**src/rtl/cpu_pkg.sv**
```systemverilog
// Shared CPU definitions: one-hot ALU operation bit positions and vector width.
// Used by the decode stage to build alu_op and by the execute stage to consume it.
package cpu_pkg;
  localparam int ALU_OP_W = 12;

  localparam int ALU_ADD  = 0;
  localparam int ALU_SUB  = 1;
  localparam int ALU_SLT  = 2;
  localparam int ALU_SLTU = 3;
  localparam int ALU_AND  = 4;
  localparam int ALU_NOR  = 5;
  localparam int ALU_OR   = 6;
  localparam int ALU_XOR  = 7;
  localparam int ALU_SLL  = 8;
  localparam int ALU_SRL  = 9;
  localparam int ALU_SRA  = 10;
  localparam int ALU_LUI  = 11;
endpackage

```
**src/rtl/alu.sv**
```systemverilog
// Combinational ALU; each one-hot op bit gates its own result and the results are OR-ed,
// so an all-zero op vector yields zero.
module alu #(
  parameter int ALU_OP_W = cpu_pkg::ALU_OP_W
) (
  input  logic [ALU_OP_W-1:0] alu_op,
  input  logic [31:0]         alu_src1,
  input  logic [31:0]         alu_src2,
  output logic [31:0]         alu_result
);
  import cpu_pkg::*;

  logic [4:0]         shamt_s;
  logic [31:0]        add_s;
  logic [31:0]        sub_s;
  logic [31:0]        slt_s;
  logic [31:0]        sltu_s;
  logic [31:0]        sll_s;
  logic [31:0]        srl_s;
  logic signed [31:0] sra_s;

  assign shamt_s = alu_src2[4:0];
  assign add_s   = alu_src1 + alu_src2;
  assign sub_s   = alu_src1 - alu_src2;
  assign slt_s   = {31'd0, ($signed(alu_src1) < $signed(alu_src2))};
  assign sltu_s  = {31'd0, (alu_src1 < alu_src2)};
  assign sll_s   = alu_src1 << shamt_s;
  assign srl_s   = alu_src1 >> shamt_s;
  assign sra_s   = $signed(alu_src1) >>> shamt_s;

  assign alu_result = ({32{alu_op[ALU_ADD]}}  & add_s)
                    | ({32{alu_op[ALU_SUB]}}  & sub_s)
                    | ({32{alu_op[ALU_SLT]}}  & slt_s)
                    | ({32{alu_op[ALU_SLTU]}} & sltu_s)
                    | ({32{alu_op[ALU_AND]}}  & (alu_src1 & alu_src2))
                    | ({32{alu_op[ALU_NOR]}}  & ~(alu_src1 | alu_src2))
                    | ({32{alu_op[ALU_OR]}}   & (alu_src1 | alu_src2))
                    | ({32{alu_op[ALU_XOR]}}  & (alu_src1 ^ alu_src2))
                    | ({32{alu_op[ALU_SLL]}}  & sll_s)
                    | ({32{alu_op[ALU_SRL]}}  & srl_s)
                    | ({32{alu_op[ALU_SRA]}}  & sra_s)
                    | ({32{alu_op[ALU_LUI]}}  & alu_src2);
endmodule

```
**src/rtl/pipe_ctrl.sv**
```systemverilog
// Generic pipeline-stage handshake: a single valid bit with ready/valid flow control.
module pipe_ctrl (
  input  logic clk,
  input  logic rst,
  input  logic validin,
  input  logic allowout,
  input  logic readygo,
  output logic allowin,
  output logic validout,
  output logic valid
);
  logic valid_r;

  assign allowin  = !valid_r || (readygo && allowout);
  assign validout = valid_r && readygo;
  assign valid    = valid_r;

  // Stage occupancy: take the upstream valid whenever the stage can accept.
  always_ff @(posedge clk) begin
    if (rst) begin
      valid_r <= 1'b0;
    end else if (allowin) begin
      valid_r <= validin;
    end
  end
endmodule

```
**src/rtl/stage_exe.sv**
```systemverilog
// Execute stage: latches decode results, computes the ALU result combinationally and
// issues at most one data-SRAM request per instruction, on the cycle it advances.
module stage_exe #(
  parameter int ALU_OP_W = cpu_pkg::ALU_OP_W
) (
  input  logic                clk,
  input  logic                rst,
  input  logic                validin,
  input  logic                allowout,
  output logic                allowin,
  output logic                validout,
  input  logic [31:0]         input_pc,
  input  logic [31:0]         input_alu_src1,
  input  logic [31:0]         input_alu_src2,
  input  logic [ALU_OP_W-1:0] input_alu_op,
  input  logic [31:0]         input_mem_data,
  input  logic                input_mem_read,
  input  logic                input_mem_write,
  input  logic [4:0]          input_rf_waddr,
  input  logic                input_rf_we,
  output logic [31:0]         output_pc,
  output logic [31:0]         output_alu_result,
  output logic                output_mem_read,
  output logic [4:0]          output_rf_waddr,
  output logic                output_rf_we,
  output logic                data_sram_en,
  output logic [3:0]          data_sram_we,
  output logic [31:0]         data_sram_addr,
  output logic [31:0]         data_sram_wdata,
  output logic [4:0]          exe_hz_waddr,
  output logic                exe_hz_we
);
  logic                valid_s;
  logic                fire_s;
  logic [31:0]         pc_r;
  logic [31:0]         src1_r;
  logic [31:0]         src2_r;
  logic [ALU_OP_W-1:0] op_r;
  logic [31:0]         mem_data_r;
  logic                mem_read_r;
  logic                mem_write_r;
  logic [4:0]          rf_waddr_r;
  logic                rf_we_r;
  logic [31:0]         alu_result_s;

  pipe_ctrl u_ctrl (
    .clk      (clk),
    .rst      (rst),
    .validin  (validin),
    .allowout (allowout),
    .readygo  (1'b1),
    .allowin  (allowin),
    .validout (validout),
    .valid    (valid_s)
  );

  // Payload capture: only on an accepted transfer, otherwise hold.
  always_ff @(posedge clk) begin
    if (rst) begin
      pc_r        <= 32'd0;
      src1_r      <= 32'd0;
      src2_r      <= 32'd0;
      op_r        <= '0;
      mem_data_r  <= 32'd0;
      mem_read_r  <= 1'b0;
      mem_write_r <= 1'b0;
      rf_waddr_r  <= 5'd0;
      rf_we_r     <= 1'b0;
    end else if (allowin && validin) begin
      pc_r        <= input_pc;
      src1_r      <= input_alu_src1;
      src2_r      <= input_alu_src2;
      op_r        <= input_alu_op;
      mem_data_r  <= input_mem_data;
      mem_read_r  <= input_mem_read;
      mem_write_r <= input_mem_write;
      rf_waddr_r  <= input_rf_waddr;
      rf_we_r     <= input_rf_we;
    end
  end

  alu #(.ALU_OP_W(ALU_OP_W)) u_alu (
    .alu_op     (op_r),
    .alu_src1   (src1_r),
    .alu_src2   (src2_r),
    .alu_result (alu_result_s)
  );

  // Request only on the advancing cycle; an in-flight op is dropped while rst is high.
  assign fire_s = valid_s && allowout && !rst;

  assign output_pc         = pc_r;
  assign output_alu_result = alu_result_s;
  assign output_mem_read   = mem_read_r;
  assign output_rf_waddr   = rf_waddr_r;
  assign output_rf_we      = rf_we_r;

  assign data_sram_en    = fire_s && (mem_read_r || mem_write_r);
  assign data_sram_we    = {4{fire_s && mem_write_r}};
  assign data_sram_addr  = alu_result_s;
  assign data_sram_wdata = mem_data_r;

  assign exe_hz_we    = valid_s && rf_we_r && (rf_waddr_r != 5'd0);
  assign exe_hz_waddr = rf_waddr_r;
endmodule
```
**config.mk**
```make
export PLATFORM = sky130hd
export DESIGN_NAME = stage_exe
export DESIGN_NICKNAME = d
export VERILOG_FILES = /design/src/rtl/cpu_pkg.sv /design/src/rtl/alu.sv /design/src/rtl/pipe_ctrl.sv /design/src/rtl/stage_exe.sv
export SDC_FILE = /design/constraint.sdc
export NUM_CORES = 1
export LEC_CHECK = 0
export CORE_ASPECT_RATIO = 1.75
export CORE_MARGIN = 5
export CORE_UTILIZATION = 40
export CTS_CLUSTER_DIAMETER = 60
export DETAILED_ROUTE_END_ITERATION = 6
export PLACE_DENSITY = 0.73
export SKIP_LAST_GASP = 1
export SLEW_MARGIN = 10
export SYNTH_ARGS = -nofsm -noshare
export SYNTH_HDL_FRONTEND = slang
export SYNTH_SLANG_ARGS = --single-unit
```
**constraint.sdc**
```tcl
create_clock -name clk -period 4.55 [get_ports clk]
set_input_delay 0.6825 -clock clk [delete_from_list [all_inputs] [get_ports clk]]
set_output_delay 0.6825 -clock clk [all_outputs]
set_load 0.05 [all_outputs]
```
Word-level counts from Yosys, hierarchy flattened
Cells that the tools add are included.
{"block": "totals", "word_cells": 56, "register_bits": 149, "inputBits": 152, "output_inout_bits": 148}
{"block": "classes", "reduce_logical": 12, "order_cmp": 2, "n_bitwise": 27, "n_shift": 3, "addsub": 2}
{"operator": "bitwise OR 32 bit", "n": 12}
{"operator": "AND 32 bit", "n": 11}
{"operator": "AND 32 x 1 -> 32 bit", "n": 2}
{"operator": "< comparator 32 bit", "n": 2}
{"operator": "adder 32 bit", "n": 1}
{"operator": "NOT 32 bit", "n": 1}
{"operator": "<< shifter 32 x 5 -> 32 bit", "n": 1}
{"operator": ">> shifter 32 x 5 -> 32 bit", "n": 1}
{"operator": ">>> shifter 32 x 5 -> 32 bit", "n": 1}
{"operator": "subtractor 32 bit", "n": 1}
{"operator": "bitwise XOR 32 bit", "n": 1}
{"operator": "logical AND 1 bit", "n": 7}
{"operator": "nonzero test 5 bit", "n": 1}
{"operator": "logical NOT 1 bit", "n": 2}
{"operator": "logical OR 1 bit", "n": 2}

Logic depth before layout (Yosys ltp)
Gate-level depths: netlist of run 1.
{"block": "depth", "word_depth": 13, "mapped_depth": 16, "depth_no_buf": 13}

Modules after synthesis
A second synthesis of run 1 with hierarchy kept.
{"block": "hier_totals", "cells_unflattened": 2042, "area_unflattened_um2": 16144.2}
{"mod": "alu", "cells_per_inst": 1315, "seq_area_each_um2": 0.0, "area_per_inst_um2": 9176.3, "n_inst": 1}
{"mod": "stage_exe", "cells_per_inst": 722, "seq_area_each_um2": 2962.8, "area_per_inst_um2": 6911.6, "n_inst": 1}
{"mod": "pipe_ctrl", "cells_per_inst": 5, "seq_area_each_um2": 20.0, "area_per_inst_um2": 56.3, "n_inst": 1}

Worst setup path after synthesis of run 1
No wires, ideal clock.
{"block": "synth_timing", "path_kind": "register -> output", "from": "reg src2_r[2]", "to": "out output_alu_result[22]", "required_ns": 3.868, "n_path_buf": 5, "arrival_time_ns": 4.805, "path_slack_ns": -0.938, "path_stages_with_launch": 17, "path_cell_list": "dfxtp_1 clkbuf_1 clkinv_1 buf_1 clkbuf_1 ha_1 buf_2 nor2b_1 o221ai_2 a311oi_1 a21oi_2 o211ai_2 a221o_1 a221oi_4 xnor2_1 o21ai_0 buf_4"}
{"block": "synth_via", "elab_chain_cells": 13, "elab_cells_between_ends": 21}
{"element": "start, declared", "line_no": "stage_exe.sv:37", "text": "logic [31:0] src2_r;"}
{"element": "start signal, assigned", "line_no": "stage_exe.sv:72", "text": "src2_r <= input_alu_src2;"}
{"element": "adder 32 bit or subtractor 32 bit (tied branches)", "line_no": "alu.sv:23, alu.sv:24"}
{"element": "AND 32 bit (on tied branches)", "line_no": "alu.sv:31, alu.sv:32"}
{"element": "bitwise OR 32 bit", "line_no": "alu.sv:32", "text": "| ({32{alu_op[ALU_SUB]}} & sub_s)"}
{"element": "bitwise OR 32 bit", "line_no": "alu.sv:33", "text": "| ({32{alu_op[ALU_SLT]}} & slt_s)"}
{"element": "bitwise OR 32 bit", "line_no": "alu.sv:34", "text": "| ({32{alu_op[ALU_SLTU]}} & sltu_s)"}
{"element": "bitwise OR 32 bit", "line_no": "alu.sv:35", "text": "| ({32{alu_op[ALU_AND]}} & (alu_src1 & alu_src2))"}
{"element": "bitwise OR 32 bit", "line_no": "alu.sv:36", "text": "| ({32{alu_op[ALU_NOR]}} & ~(alu_src1 | alu_src2))"}
{"element": "bitwise OR 32 bit", "line_no": "alu.sv:37", "text": "| ({32{alu_op[ALU_OR]}} & (alu_src1 | alu_src2))"}
{"element": "bitwise OR 32 bit", "line_no": "alu.sv:38", "text": "| ({32{alu_op[ALU_XOR]}} & (alu_src1 ^ alu_src2))"}
{"element": "bitwise OR 32 bit", "line_no": "alu.sv:39", "text": "| ({32{alu_op[ALU_SLL]}} & sll_s)"}
{"element": "bitwise OR 32 bit", "line_no": "alu.sv:40", "text": "| ({32{alu_op[ALU_SRL]}} & srl_s)"}
{"element": "bitwise OR 32 bit (*)", "line_no": "alu.sv:41", "text": "| ({32{alu_op[ALU_SRA]}} & sra_s)"}
{"element": "bitwise OR 32 bit (*)", "line_no": "alu.sv:42", "text": "| ({32{alu_op[ALU_LUI]}} & alu_src2);"}
{"element": "end, declared", "line_no": "stage_exe.sv:22", "text": "output logic [31:0] output_alu_result,"}
Mark *: on every way between the ends. The rest lies on a longest branch, timed or not.

Worst setup path in the final report of run 1
{"block": "layout_timing", "from": "reg src2_r[1]", "to": "out data_sram_addr[26]"}
{"block": "layout_via", "elab_chain_cells": 13, "elab_cells_between_ends": 21}
{"element": "adder 32 bit or subtractor 32 bit (tied branches)", "line_no": "alu.sv:23, alu.sv:24"}
{"element": "AND 32 bit (on tied branches)", "line_no": "alu.sv:31, alu.sv:32"}
{"element": "bitwise OR 32 bit", "line_no": "alu.sv:32"}
{"element": "bitwise OR 32 bit", "line_no": "alu.sv:33"}
{"element": "bitwise OR 32 bit", "line_no": "alu.sv:34"}
{"element": "bitwise OR 32 bit", "line_no": "alu.sv:35"}
{"element": "bitwise OR 32 bit", "line_no": "alu.sv:36"}
{"element": "bitwise OR 32 bit", "line_no": "alu.sv:37"}
{"element": "bitwise OR 32 bit", "line_no": "alu.sv:38"}
{"element": "bitwise OR 32 bit", "line_no": "alu.sv:39"}
{"element": "bitwise OR 32 bit", "line_no": "alu.sv:40"}
{"element": "bitwise OR 32 bit (*)", "line_no": "alu.sv:41"}
{"element": "bitwise OR 32 bit (*)", "line_no": "alu.sv:42"}
{"element": "end, declared", "line_no": "stage_exe.sv:28", "text": "output logic [31:0] data_sram_addr,"}
Marks and branches as above.

==> flow_summary.ini, run 1 <==
[routing]
postRouteAntennaNets = 0
number_of_iterations_in_the_first_detailed_routing_pass = 7
drtIter0Drc = 1817
drcViolationCount = 6
totalWireLength_um = 70300
dr_total_vias = 16897
wire_per_inst_um = 25.7
detail_route.vias_per_cell = 6.17

[synth]
combinational_family_with_the_most_area_after_synthesis = compound AO/OA/AOI/OAI gates
yosysWarningCount = 0
synth-async-reset-ratio = 0
area_share_of_and_or_nand_nor_cells_after_synthesis = 0.200
yosys.cell_types.count = 70
postSynthRegisterBits = 149
synth_flop_cell = dfxtp_1
synthesis.area_mm2 = 0.0144
syn_nets = 2246
seq_area_frac_synth = 0.208
synthAdderAreaFrac = 0.0873
synth_xor_xnor_area_share = 0.0281
synth_edf_count = 0
postSynthCellCount = 1995
synth_compound_area_frac = 0.264
synth_mux_area_frac = 0.122
synthesis.area_per_instance_um2 = 7.20

[placement]
hpwl_um = 55200
io_buffers = 299
place_ws_ns = 0.223
routabilityCongestion = 1.05
placed_cells_incl_taps = 2697

[cells_and_area]
nNetsFinal = 2511
drive_gt1_frac = 0.157
diodes = 0
area_growth_pct = 35.3
final_cells = 2738

[global_routing]
combined_global_route_utilization_of_all_metal_layers = 0.337
first_pass_grt_wire_length_um = 103000
first_global_vias = 16910
grt_start_max_net_pins = 90
gr-total-overflow = 0
antenna_found_initial = 0

[setup_path]
critPathMaxStageDelay_ns = 0.44
r2r_end = output_rf_we
crit_path_cell_trace = inv_1 -> buf_4 -> fa_2 -> nor2b_4 -> o221ai_2 -> a311oi_2 -> a21oi_2 -> o211ai_2 -> a221o_1 -> a221oi_4 -> mux2i_1 -> a221o_1 -> buf_12
critical_path.startpoint = src2_r[1]
timing.critical_path.required_ns = 3.87
start_kind = register
crit_type = reg2out
cp_max_stage_cell = a221o_1
reg2reg_slack_ns = 2.54
timing.critical_path.buf_inv = 3
worstRegToRegCells = 5
crit-reg2reg-launch = u_ctrl.valid
crit_top_cell = a221o_1
critical_path_end = data_sram_addr[26]
worst-path-stages = 13
critical_path.top_delay_family = compound AO/OA/AOI/OAI gates
crit_fanout = 7
end_kind = primary output
worst-endpoint-arrival_ns = 3.83

[power_and_ir_drop]
power_mw = 6.13
vdd.ir_drop.worst_mv = 0.291
power_density_mw_per_mm2 = 316
leakage_nw = 7.85

[timing]
report.final.setup_viol = 0
maxSlewViolCount = 0
worst_slew_pin_slew_ns = 1.04
timing.fmax_mhz = 222
hold_violations = 0
post-route-period-util = 0.991
setup_ws_ns = 0.0418
rsz_0062_raised_after_global_routing = true
setup_skew_ns = 0.0120
slew_headroom = 0.301
post-route-min-period_ns = 4.51

[floorplan]
die_width_um = 153
std_cell_rows = 91
fp.coreArea_mm2 = 0.0354
ios = 300
die_footprint_mm2 = 0.0399
die_h_um = 261
initial_utilization = 0.405

[cts]
cts_hold_buf = 0
clk-insertion-delay-late_ns = 0.45
cts_tree = built
ctsRootBufferMaster = clkbuf_16
clock_sink_count = 149
cts_htree_levels = 4
numCtsBuffers = 17
cts.path.max_buffers = 2
cts.reportedPaths.clkPinSlew_ns = 0.07

[hold_path]
worst_hold_path_type = reg2reg

[status]
status = finished, violations left
failing_checks = design-rule violations

[run]
max-cap-violations = 0
==> registers in the layout (all words and copies together), names as in the netlist <==
signal / flops
src2_r: 32
exe_hz_waddr: 5
mem_write_r: 1
output_rf_we: 1
op_r: 12
output_pc: 32
data_sram_wdata: 32
output_mem_read: 1
src1_r: 32
u_ctrl.valid: 1
==> tightest hold or removal path: stages (launching register included) <==
cell and delay, ns:
dfxtp_1 0.31, nand2_1 0.05, a21oi_1 0.05
==> cell type report <==
type                    instances  area [um2]
clock buffers                  18         439
clock inverters                14         158
fillers                      3354       16000
multi-input cells            1547       10300
repair buffers                447        4550
well taps                     465         582
inverters                      98         372
flip-flops and latches        149        3000
==> worst min path at each step <==
stage | endpoint | cells after the start | startpoint | slack, ns
2_1_floorplan | op_r[2] | 2 | op_r[2] | 0.44
5_1_grt | data_sram_wdata[2] | 2 | data_sram_wdata[2] | 0.47
3_5_place_dp | data_sram_wdata[2] | 2 | data_sram_wdata[2] | 0.45
3_3_place_gp | output_pc[14] | 2 | output_pc[14] | 0.44
6_report | data_sram_wdata[24] | 2 | data_sram_wdata[24] | 0.45
4_1_cts | data_sram_wdata[24] | 2 | data_sram_wdata[24] | 0.46
==> cell usage after synthesis (7+ instances only) <==
master | n | share of area
a221o_1 | 12 | 0.0084
o221ai_1 | 9 | 0.0055
o211ai_1 | 16 | 0.0084
mux2_2 | 8 | 0.0063
a221oi_1 | 13 | 0.0079
buf_2 | 12 | 0.0042
mux4_2 | 40 | 0.063
o31ai_1 | 11 | 0.0058
a211o_1 | 10 | 0.0061
buf_4 | 44 | 0.023
nor3_1 | 25 | 0.0087
a21o_1 | 20 | 0.010
o21ai_0 | 91 | 0.032
a22oi_1 | 9 | 0.0047
nand3_1 | 33 | 0.012
dfxtp_1 | 149 | 0.21
inv_1 | 94 | 0.025
a21oi_1 | 243 | 0.085
ha_1 | 97 | 0.085
or3_1 | 12 | 0.0052
nand2_1 | 388 | 0.10
a222oi_1 | 29 | 0.020
o2111ai_1 | 9 | 0.0055
nor2_1 | 160 | 0.042
a211oi_1 | 17 | 0.0089
a31oi_1 | 25 | 0.011
nor4_1 | 8 | 0.0035
xnor2_1 | 42 | 0.026
nor2b_1 | 13 | 0.0057
mux2i_1 | 76 | 0.053
clkbuf_1 | 128 | 0.033
buf_1 | 17 | 0.0044
o22ai_1 | 11 | 0.0048
nand2b_1 | 14 | 0.0061
a21boi_0 | 7 | 0.0037
o21bai_1 | 11 | 0.0058
nand4_1 | 16 | 0.0070
==> through the flow <==
stage	util	instance area [um2]	hold WS, ns	setup TNS, ns
after global routing	0.548	19400	0.471	-0.323
after floorplan	-	14400	0.436	0
after global placement	0.523	18500	0.441	0
after CTS	0.544	19200	0.455	0
after detailed placement	0.523	18500	0.447	0
final	0.548	19400	0.453	0
==> kinds of logic (layout without fill, tap and decap cells) <==
kind of cell             count (synthesis)  after routing
AND/OR/NAND/NOR                        688            688
buffers and inverters                  299            577
flip-flops                             149            149
XOR/XNOR                                46             46
adder cells (fa/ha/maj)                 99             99
AO/OA/AOI/OAI                          590            590
multiplexers                           124            124
==> layer usage <==
metal  vias to the layer above  wire length [um]  global-route usage
met1                      7918             23500               0.353
li1                       7582                 -                   -
met4                         0              7100               0.285
met2                      1062             33900               0.579
met3                       335              5770              0.0654
met5                         -                 0                   0
==> repair_timing <==
| action | CTS | global route |
|---|---|---|
| gates resized for setup | 20 | 34 |
| pin swaps | 10 | 10 |
| setup buffers | 4 | 5 |
| endpoints found under the setup margin | 24 | 30 |
==> cell usage in the layout (no fill, tap or decap), types with 8 or more instances in the layout <==
master / synthesis / routed
clkbuf_16: 0 / 17
o2111ai_1: 9 / 9
nand3_1: 33 / 32
a221o_1: 12 / 12
o211ai_1: 16 / 16
nand2b_1: 14 / 14
mux2_2: 8 / 8
mux2i_1: 76 / 76
o21ai_0: 91 / 86
a21o_1: 20 / 20
xnor2_1: 42 / 42
a211o_1: 10 / 10
or3_1: 12 / 12
o221ai_1: 9 / 8
ha_1: 97 / 88
nand4_1: 16 / 16
mux4_2: 40 / 40
a221oi_1: 13 / 10
dfxtp_1: 149 / 140
clkdlybuf4s50_1: 0 / 234
o22ai_1: 11 / 11
nand2_1: 388 / 387
buf_4: 44 / 163
a31oi_1: 25 / 24
a211oi_1: 17 / 14
buf_12: 0 / 48
o21bai_1: 11 / 10
inv_1: 94 / 92
nor3_1: 25 / 22
o31ai_1: 11 / 10
a21oi_1: 243 / 239
nor2b_1: 13 / 12
a22oi_1: 9 / 9
nor2_1: 160 / 160
a222oi_1: 29 / 29
==> power breakdown <==
part | internal, mW | leakage [nW] | switching [mW]
combinational | 1.25 | 6.33 | 1.94
sequential | 1.38 | 1.23 | 0.0862
clock | 0.797 | 0.297 | 0.675
total | 3.43 | 7.85 | 2.70
Power figures use the tool's default switching activity.
==> run 2, diff against run 1 <==
CORE_MARGIN = default   (was 5)
==> run 2 against run 1 <==
- the run still ends with design-rule violations left
- utilization up 0.095 points
- sequential share of layout area about the same
- register-to-register slack worse by 0.25 ns
- clock skew up 0.0031 ns
- final cell count about the same
- clock power up 3%
- final area down 0.15%
- count of clock-buffer cells in the layout unchanged
- first-iteration DRC count up 4.8%
- global-route usage up 3.3 points
- sequential power about the same
- largest cell class unchanged
- highest routed layer is now met5
==> flow_summary.ini, run 2 (synthesized netlist as in run 1, its figures left out) <==
[status]
status = finished, violations left
failing_checks = design-rule violations

[global_routing]
combined_global_route_utilization_of_all_metal_layers = 0.371
gr-total-overflow = 0
grt_start_max_net_pins = 84
first_global_vias = 16426
first_pass_grt_wire_length_um = 102000
antenna_found_initial = 1

[setup_path]
crit_path_cell_trace = ha_1 -> fa_1 -> a211oi_1 -> o21bai_1 -> a21o_1 -> nand4_1 -> a2111oi_1 -> buf_4 -> nor3_2 -> nor4_1 -> nor4_2 -> nand3_4 -> buf_12
crit_fanout = 4
critical_path.top_delay_family = simple AND/OR/NAND/NOR gates
timing.critical_path.buf_inv = 2
start_kind = register
cp_max_stage_cell = fa_1
end_kind = primary output
critPathMaxStageDelay_ns = 0.49
timing.critical_path.required_ns = 3.87
crit_type = reg2out
worst-endpoint-arrival_ns = 3.85

[cells_and_area]
post-route-util = 0.549
multi_input_comb_area_mm2 = 0.0103
final_cells = 2736
area_growth_pct = 35.1
layout.cells.most_common_list = 387 x nand2_1, 239 x a21oi_1, 234 x clkdlybuf4s50_1
final-seq-area_mm2 = 0.00300
leading_cell_type_in_the_layout_fill_and_taps_excluded = nand2_1
postLayoutCellArea_mm2 = 0.0194
layout.filler_cells = 3334
nNetsFinal = 2511
drive_gt1_frac = 0.151
diodes = 0

[routing]
totalWireLength_um = 69500
drcViolationCount = 14
postRouteAntennaNets = 0
wire_per_inst_um = 25.4
drtIter0Drc = 1905
dr_total_vias = 16899
detail_route.vias_per_cell = 6.18
number_of_iterations_in_the_first_detailed_routing_pass = 7

[floorplan]
die_footprint_mm2 = 0.0367
die_h_um = 253
fp.coreArea_mm2 = 0.0353
std_cell_rows = 91
initial_utilization = 0.407
ios = 300
die_width_um = 145

[timing]
setup_skew_ns = 0.0152
report.final.setup_viol = 0
timing.fmax_mhz = 221
hold_violations = 0
post-route-min-period_ns = 4.53
maxSlewViolCount = 0
worst_slew_pin_slew_ns = 1.05
post-route-period-util = 0.995
slew_headroom = 0.301
setup_total_negative_slack_ns = 0

[cts]
clk-insertion-delay-late_ns = 0.45
cts.path.max_buffers = 2
clock_sink_count = 149
cts_tree = built
cts.reportedPaths.clkPinSlew_ns = 0.06
numCtsBuffers = 17
cts_htree_levels = 4
ctsRootBufferMaster = clkbuf_16

[placement]
hpwl_um = 52800
placed_cells_incl_taps = 2699
io_buffers = 299
routabilityCongestion = 1.06
placed_inst_area_mm2 = 0.0185

[power_and_ir_drop]
vdd.ir_drop.worst_mv = 0.276
power_switching_share = 0.428
fraction_of_power_consumed_by_the_clock_network = 0.247
cellInternalPower_mw = 3.53
power_density_mw_per_mm2 = 318
p_seq_frac = 0.238
netSwitchingPower_mw = 2.64
leakage_nw = 7.84
power.combinational.fraction = 0.515

[hold_path]
worst_hold_path_type = reg2reg

[run]
max-cap-violations = 0
==> run 2: layout make-up <==
type | instances | share of cell area
multi-input cells | 1547 | 0.531
repair buffers | 447 | 0.233
flip-flops and latches | 149 | 0.155
well taps | 465 | 0.0300
clock buffers | 18 | 0.0232
inverters | 98 | 0.0190
clock inverters | 12 | 0.00845
==> run 2: worst paths after layout <==
path                       from            endpoint  slack [ns]  cells past startpoint
hold reg to reg   output_pc[26]       output_pc[26]        0.45                      2
setup reg to reg   u_ctrl.valid           src2_r[2]        2.29                      5
hold / removal    output_pc[26]       output_pc[26]        0.45                      2
setup / recovery      src1_r[0]  data_sram_addr[30]        0.02                     13
==> run 2: routing by layer <==
layer  track usage  vias up  wire length (um)
met2         0.639     1062             33700
met4         0.301        2              6260
li1              -     7596                 -
met3        0.0740      301              5860
met1         0.393     7938             23700
met5             0        -                14
==> run 2: metrics by stage <==
stage,hold slack (ns),power (mW),worst slack [ns]
after floorplan,0.436,3.33,0.0105
after global placement,0.441,4.51,0.277
after detailed placement,0.446,4.53,0.229
after CTS,0.455,6.10,0.00257
after global routing,0.473,6.39,-0.0350
final,0.451,6.16,0.0211
==> run 2: tightest hold or removal path: cells and delay by family (launching register included) <==
family,cells,cell delay [ns]
flip-flops,1,0.31
AND/OR/NAND/NOR,1,0.05
AO/OA/AOI/OAI,1,0.05
==> run 2: power by group through the flow <==
stage | sequential [mW] | clock, mW | combinational, mW
detailed placement | 1.49 | 0 | 3.04
finish | 1.47 | 1.52 | 3.17
global placement | 1.49 | 0 | 3.02
global route | 1.47 | 1.60 | 3.31
floorplan | 1.60 | 0 | 1.72
CTS | 1.46 | 1.55 | 3.09
==> run 2: timing repair <==
item | CTS | global route
buffers inserted | 5 | 3
hold buffers | 0 | 0
endpoints found under the setup margin | 16 | 24
pin swaps | 8 | 12
gates resized for setup | 22 | 26
